<file path="src/rtl/button_reader.sv">
// button_reader: conditions one raw push-button pin into clean, single-cycle
// events in the CLK domain.
//   synchroniser (2 flops) -> counter debouncer -> press-tracking FSM
// Optional feature macro: BTN_REPEAT_EN enables the auto-repeat pulse train
// while the button is held past the long-press point. Without it REPEAT is
// tied low and no repeat counter exists.
module button_reader #(
    parameter int DEBOUNCE_CYCLES = 16000,
    parameter int LONG_CYCLES     = 8000000,
    parameter int REPEAT_CYCLES   = 1600000,
    parameter bit ACTIVE_LOW      = 1'b0
) (
    input  logic       CLK,
    input  logic       RST,
    input  logic       BTN,
    output logic       LEVEL,
    output logic       PRESS,
    output logic       RELEASE,
    output logic       LONG,
    output logic       REPEAT,
    output logic [7:0] PRESS_COUNT
);

    // Debounce counter holds values up to DEBOUNCE_CYCLES and never wraps.
    localparam int DB_W   = $clog2(DEBOUNCE_CYCLES + 1);
    // Hold counter only has to reach LONG_CYCLES-1.
    localparam int HOLD_W = $clog2(LONG_CYCLES);

    typedef enum logic [1:0] {
        UP   = 2'd0,
        DOWN = 2'd1,
        HELD = 2'd2
    } state_t;

    logic              btn_in;
    logic              sync_p0;
    logic              sync_p1;
    logic [DB_W-1:0]   db_cnt;
    logic              db_fire;
    logic              level_rise;
    logic              level_fall;
    logic [HOLD_W-1:0] hold_cnt;
    state_t            state;

    // Polarity is normalised before the synchroniser so everything downstream
    // treats 1 as "pressed".
    assign btn_in = ACTIVE_LOW ? ~BTN : BTN;

    // Two-flop metastability guard; reset loads the released level.
    always_ff @(posedge CLK) begin
        if (RST) begin
            sync_p0 <= 1'b0;
            sync_p1 <= 1'b0;
        end else begin
            sync_p0 <= btn_in;
            sync_p1 <= sync_p0;
        end
    end

    // The counter must already hold DEBOUNCE_CYCLES and the synchronised level
    // must still disagree before LEVEL flips. The FSM sees this same-cycle
    // decision so PRESS/RELEASE register together with LEVEL.
    assign db_fire    = (sync_p1 != LEVEL) && (db_cnt == DB_W'(DEBOUNCE_CYCLES));
    assign level_rise = db_fire && !LEVEL;
    assign level_fall = db_fire && LEVEL;

    // Debouncer: count consecutive disagreeing samples, toggle LEVEL on terminal count.
    always_ff @(posedge CLK) begin
        if (RST) begin
            db_cnt <= '0;
            LEVEL  <= 1'b0;
        end else if (sync_p1 == LEVEL) begin
            db_cnt <= '0;
        end else if (db_fire) begin
            db_cnt <= '0;
            LEVEL  <= ~LEVEL;
        end else begin
            db_cnt <= db_cnt + DB_W'(1);
        end
    end

`ifdef BTN_REPEAT_EN
    localparam int REP_W = $clog2(REPEAT_CYCLES + 1);
    logic [REP_W-1:0] rep_cnt;
`else
    assign REPEAT = 1'b0;
`endif

    // Press-tracking FSM with registered single-cycle event pulses. Release
    // is tested first so it wins over a coincident LONG/REPEAT terminal count.
    always_ff @(posedge CLK) begin
        if (RST) begin
            state       <= UP;
            hold_cnt    <= '0;
            PRESS       <= 1'b0;
            RELEASE     <= 1'b0;
            LONG        <= 1'b0;
            PRESS_COUNT <= 8'd0;
`ifdef BTN_REPEAT_EN
            rep_cnt     <= '0;
            REPEAT      <= 1'b0;
`endif
        end else begin
            PRESS   <= 1'b0;
            RELEASE <= 1'b0;
            LONG    <= 1'b0;
`ifdef BTN_REPEAT_EN
            REPEAT  <= 1'b0;
`endif
            case (state)
                UP: begin
                    if (level_rise) begin
                        state       <= DOWN;
                        PRESS       <= 1'b1;
                        PRESS_COUNT <= PRESS_COUNT + 8'd1;
                        hold_cnt    <= '0;
                    end
                end
                DOWN: begin
                    if (level_fall) begin
                        state   <= UP;
                        RELEASE <= 1'b1;
                    end else if (hold_cnt == HOLD_W'(LONG_CYCLES - 1)) begin
                        state <= HELD;
                        LONG  <= 1'b1;
`ifdef BTN_REPEAT_EN
                        rep_cnt <= '0;
`endif
                    end else begin
                        hold_cnt <= hold_cnt + HOLD_W'(1);
                    end
                end
                HELD: begin
                    if (level_fall) begin
                        state   <= UP;
                        RELEASE <= 1'b1;
`ifdef BTN_REPEAT_EN
                        rep_cnt <= '0;
                    end else if (rep_cnt == REP_W'(REPEAT_CYCLES - 1)) begin
                        REPEAT  <= 1'b1;
                        rep_cnt <= '0;
                    end else begin
                        rep_cnt <= rep_cnt + REP_W'(1);
`endif
                    end
                end
                default: begin
                    state <= UP;
                end
            endcase
        end
    end

endmodule

</file>
<file path="config.mk">
export PLATFORM = sky130hd
export DESIGN_NAME = button_reader
export DESIGN_NICKNAME = d
export VERILOG_FILES = /design/src/rtl/button_reader.sv
export SDC_FILE = /design/constraint.sdc
export NUM_CORES = 1
export LEC_CHECK = 0
export CAP_MARGIN = 20
export CORE_MARGIN = 4
export CORE_UTILIZATION = 45
export DETAILED_ROUTE_END_ITERATION = 12
export PLACE_DENSITY = 0.62
export SLEW_MARGIN = 20
export SYNTH_ARGS = -nofsm -noshare
export SYNTH_HDL_FRONTEND = slang
export SYNTH_SLANG_ARGS = --single-unit
</file>
<file path="constraint.sdc">
create_clock -name CLK -period 4.34 [get_ports CLK]
set_input_delay 0.868 -clock CLK [delete_from_list [all_inputs] [get_ports CLK]]
set_output_delay 0.868 -clock CLK [all_outputs]
set_load 0.01 [all_outputs]
</file>
# [Yosys cells after proc, flatten, opt, wreduce, memory -nomap -nowiden]
# Index checks and enable logic that the tools add are counted.
[classes] n_bitwise=5 mux=12 reduce_logical=15 eq_ne=11 n_addsub=3
[ops] cell="23-bit two-way mux" count=3
[ops] cell="23-bit one-hot mux with 2 select lines" count=1
[ops] cell="23-bit by 1-bit adder with 23-bit output, second input constant" count=1
[ops] cell="23-bit equality test, second input constant" count=1
[ops] cell="14-bit by 1-bit adder with 14-bit output, second input constant" count=1
[ops] cell="14-bit equality test, second input constant" count=1
[ops] cell="8-bit by 1-bit adder with 8-bit output, second input constant" count=1
[ops] cell="2-bit two-way mux" count=4
[ops] cell="2-bit != test, second input constant" count=4
[ops] cell="2-bit one-hot mux with 3 select lines" count=1
[ops] cell="2-bit OR reduction" count=3
[ops] cell="3-bit OR reduction" count=2
[ops] cell="1-bit NOT" count=5
[ops] cell="2-bit AND reduction" count=2
[ops] cell="4-bit AND reduction" count=1
[ops] cell="1-bit logical AND" count=3
[ops] cell="1-bit two-way mux" count=3
[ops] cell="3-bit != test, second input constant" count=1
[ops] cell="3-bit AND reduction" count=1
[ops] cell="2-bit by 1-bit equality test with 1-bit output, second input constant" count=1
[ops] cell="2-bit equality test, second input constant" count=1
[ops] cell="2-bit zero test" count=1
[ops] cell="2-bit nonzero test" count=1
[ops] cell="1-bit equality test" count=1
[ops] cell="2 further kinds" count=2
[totals] register_bits=53 in_bits=3 output_inout_bits=13

# [Logic depth before layout (Yosys ltp)]
[logic_depth] word_depth=5 mapped_depth=9 depth_no_buf=8

# [Worst setup path after synthesis]
# Ideal clock, no wire load.
[synth_timing] kind="register -> register" start="register db_cnt[6]" end="register hold_cnt[3]" stages_incl_launch_ff=6 required_ns=4.270 t_arrival_ns=1.989 slack_ns=2.281 path_cell_list="dfxtp_1 or3_4 nor4_4 a32oi_2 or4_1 a21oi_1"
[synth_via] elab_chain_cells=5 elab_cells_between_ends=7 classes_between="3 x eq/ne; 4 x reduce/logical"
[synth_rtl] item="start, declared" line_no="38" source="logic [DB_W-1:0] db_cnt;"
[synth_rtl] item="start signal, assigned" line_no="78" source="db_cnt <= db_cnt + DB_W'(1);"
[synth_rtl] item="14-bit equality test *" line_no="63" source="assign db_fire = (sync_p1 != LEVEL) && (db_cnt == DB_W'(DEBOUNCE_CYCLES));"
[synth_rtl] item="1-bit logical AND *" line_no="63"
[synth_rtl] item="1-bit logical AND, on equally long branches" line_no="65, 64"
[synth_rtl] item="2-bit != test (no line)"
[synth_rtl] item="4-bit AND reduction (no line) *"
[synth_rtl] item="end signal, assigned" line_no="130" source="hold_cnt <= hold_cnt + HOLD_W'(1);"
[synth_rtl] item="end, declared" line_no="42" source="logic [HOLD_W-1:0] hold_cnt;"
# Every way passes the cells marked *; elsewhere a longest branch is shown, timed or not.
# A chain may end at the register's enable or synchronous reset.

# [Worst setup path in the final report]
[layout_timing] start="register state[1]" end="register hold_cnt[15]"
[layout_via] elab_chain_cells=3 elab_cells_between_ends=8 classes_between="4 x eq/ne; 1 x mux; 3 x reduce/logical"
[layout_rtl] item="start, declared" line_no="43" source="state_t state;"
[layout_rtl] item="start signal, assigned" line_no="93" source="state <= UP;"
[layout_rtl] item="start signal, assigned" line_no="113" source="state <= DOWN;"
[layout_rtl] item="start signal, assigned" line_no="121" source="state <= UP;"
[layout_rtl] item="2-bit by 1-bit equality test with 1-bit output or 2-bit zero test (tied branches)" line_no="110" source="case (state)"
[layout_rtl] item="2-bit != test (no line) or 2-bit nonzero test (tied branches)"
[layout_rtl] item="4-bit AND reduction (no line)"
# Parallel ways exist; a longest one is shown, timed or not.

==> flow_summary_export.csv <==
group,metric,value,unit
floorplanning,die_y,85.7,microns
sta,period_minus_slack,2.63,ns
final_layout,design_area,3000,sq um
floorplanning,dieArea,7350,sq um
global_route,grt.total_usage,16.7,%
placed_design,post_dp_cell_area,2910,sq um
placed_design,io_buffers,14,
sta,period_share,60.7,%
final_layout,num_antenna_cells,0,
clocking,cts_made_buffers,5,
sta,tightest_slew,0.999,ns
critical_path,cp-end-kind,"register",
floorplanning,rows,28,
logic_synthesis,synth-compound-area-share,16.4,%
sta,setup_tns,0,ns
placed_design,dp_cells,404,
min_path,timing.hold.worst.class,"reg -> reg",
logic_synthesis,yosys_warnings,0,
clocking,path_clk_slew,0.10,ns
final_layout,layout_commonest_cell,"dfxtp_1",
drt,avgViaCountPerCell,5.78,
final_layout,nets,346,
clocking,clock_latency,0.31,ns
drt,via_count,2380,
clocking,post_cts_resized,0,
logic_synthesis,synth_edf_count,0,
sta,setup_viol,0,
critical_path,crit_fanout,18,
logic_synthesis,synth_top_family_by_area,"simple AND/OR/NAND/NOR gates",
logic_synthesis,synth.distinct_cells,55,
logic_synthesis,synth_fa_ha_area_share,3.22,%
critical_path,crit_end,"hold_cnt[15]$_SDFFE_PP0P_",
logic_synthesis,synth_seq_cells,53,
drt,initialDrtViolationCount,149,
placed_design,pre_cts_ws,1.52,ns
drt,wl_per_cell,14.5,microns
power,cellPowerDensity,262,nW/um^2
critical_path,required,4.55,ns
critical_path,start_kind,"register",
final_layout,area_delta_synth_final,10.4,%
power,p_leak,0.000978,uW
sta,slew_headroom,32.8,%
global_route,grt_overflow,0,
sta,slew_viol_final,0,
clocking,postCtsHoldBufs,0,
final_layout,layout_common_cells,"dfxtp_1 (53), nor2_1 (33), a21oi_1 (29)",
logic_synthesis,syn_inst,326,
sta,fin_worst_skew,0.00971,ns
drt,antenna_left,0,
floorplanning,io_pins,16,
logic_synthesis,yosysTopAreaCellShare,39.0,%
drt,drt-pass1-iter-count,6,
clocking,max-clock-path-buffers,2,
clocking,cts-root-buf,"clkbuf_8",
logic_synthesis,synthArstFlopShare,0,%
global_route,grt_pass1_vias,2205,
clocking,cts_tree,"yes",
clocking,postCtsSetupBuffers,0,
drt,route.detailed.drc,0,
status,status,"finished clean",
logic_synthesis,syn_area,2720,sq um
logic_synthesis,synth_largest_area_cell,"dfxtp_1",
logic_synthesis,seq_area_frac_synth,39.0,%
floorplanning,initial_core_util,46.2,%
global_route,grt_pass1_wl,10100,microns
critical_path,worstSetupPathType,"reg -> reg",
critical_path,timing.rr.start,"state[1]$_SDFFE_PP0P_",
drt,wl,5950,microns
power,ir_drop,0.135,mV
floorplanning,design.core.area,5890,sq um
final_layout,final_cells,412,
critical_path,r2r_slack,1.71,ns
sta,max_freq,380,MHz
flow_run,cap_violations,0,
global_route,antenna_found_initial,0,
clocking,clkSinkCount,53,
critical_path,startpoint,"state[1]$_SDFFE_PP0P_",
critical_path,cp_data_arrival_time,2.84,ns
logic_synthesis,syn_nets,336,
final_layout,drive_gt1_share,6.23,%
logic_synthesis,synth_simple_gate_area_share,31.0,%
critical_path,ff2ff_path_depth,8,
floorplanning,die_w,85.7,microns
global_route,grt_max_degree,36,
sta,rsz0062_at_grt,"no",
clocking,h-tree-depth,2,
logic_synthesis,ys_top_cells_by_area,"dfxtp_1 (39%), a21oi_1 (5.3%), nor2_1 (4.6%), xor2_1 (3.9%), nand3_1 (3.5%)",
final_layout,fin_util,51.0,%
critical_path,rr_endpoint,"hold_cnt[15]$_SDFFE_PP0P_",
sta,layout_setup_ws,1.71,ns
placed_design,gp_congestion,0.880,
logic_synthesis,postSynthAreaPerCell,8.34,sq um
logic_synthesis,ys.flop_type,"dfxtp_1",
final_layout,n_fill_cell,571,
logic_synthesis,synthMuxAreaShare,1.10,%
placed_design,dp.final_hpwl,4210,microns
sta,hold_violations,0,
logic_synthesis,synth-xor-area-share,5.48,%
-- where the power goes --
group / internal (uW) / total [uW] / switching (uW)
Combinational: 4.80 / 14.5 / 9.67
Clock: 115 / 284 / 170
Sequential: 487 / 488 / 0.754
Total: 607 / 787 / 180
-- critical path: stages (launching register included) --
cell,delay (ns)
dfxtp_1,0.33
inv_1,0.09
ha_1,0.52
clkinv_1,0.44
nor2_1,0.35
a22oi_4,0.20
o21bai_1,0.31
o21ai_0,0.18
o21ai_0,0.09
-- cell families (layout without fill, tap and decap cells) --
kind of cell,Yosys count,in the layout
adder cells (fa/ha/maj),7,7
XOR/XNOR,17,17
other,1,1
buffers and inverters,24,35
multiplexers,3,3
AND/OR/NAND/NOR,150,150
AO/OA/AOI/OAI,71,71
flip-flops,53,53
-- registers in the layout, summed over array words and instances, names as in the netlist --
signal	flops
db_cnt	14
LEVEL	1
sync_p0	1
state	2
LONG	1
PRESS	1
PRESS_COUNT	8
sync_p1	1
hold_cnt	23
RELEASE	1
-- through the flow --
step           hold WS (ns)  power (uW)
3_3_place_gp          0.423         513
2_1_floorplan         0.414         509
4_1_cts               0.455         796
5_1_grt               0.479         816
3_5_place_dp          0.431         514
6_report              0.448         787
-- layout make-up --
type                       instances  area (sq um)  share of cell area, %
clock buffer                       5          68.8                   2.29
clock inverter                     3          21.3                  0.709
tap                               75          93.8                   3.13
multi-input combinational        249          1560                   52.0
sequential                        53          1060                   35.3
inverter                          11          41.3                   1.38
timing repair buffer              16           155                   5.17
-- worst min-delay path by stage --
stage                             from                 end  slack (ns)  depth (start not counted)
floorplan           sync_p0$_SDFF_PP0_  sync_p1$_SDFF_PP0_        0.41                          1
global placement    sync_p0$_SDFF_PP0_  sync_p1$_SDFF_PP0_        0.42                          1
detailed placement  sync_p0$_SDFF_PP0_  sync_p1$_SDFF_PP0_        0.43                          1
CTS                 sync_p0$_SDFF_PP0_  sync_p1$_SDFF_PP0_        0.46                          1
global route        sync_p0$_SDFF_PP0_  sync_p1$_SDFF_PP0_        0.48                          1
finish              sync_p0$_SDFF_PP0_  sync_p1$_SDFF_PP0_        0.45                          1
-- synthesized netlist by cell type, types with 2 or more instances --
master / instances
nor2b_1: 7
clkbuf_1: 9
or3_1: 6
nor4b_1: 3
xnor2_1: 5
and3_1: 8
ha_1: 7
o22ai_1: 2
xor2_1: 12
mux2i_1: 3
and4_1: 5
and2_1: 4
nor3_1: 10
a31oi_1: 4
nand2b_1: 5
a21oi_1: 29
inv_1: 10
nor2_1: 33
a21o_1: 3
o32ai_1: 2
nand3_1: 19
buf_2: 3
nand2_1: 20
nand4_1: 13
o31ai_1: 3
dfxtp_1: 53
nand4b_1: 3
o21ai_0: 18
-- routing by layer --
layer	up-vias	wire (microns)	part of all wire, %	GRT usage, %
met1	1104	2820	47	22.0
li1	1194	-	-	-
met3	15	291	4.9	3.27
met2	67	2740	46	27.1
met4	0	108	1.8	6.33
met5	-	0	0	0
(Power assumes the default switching activity.)
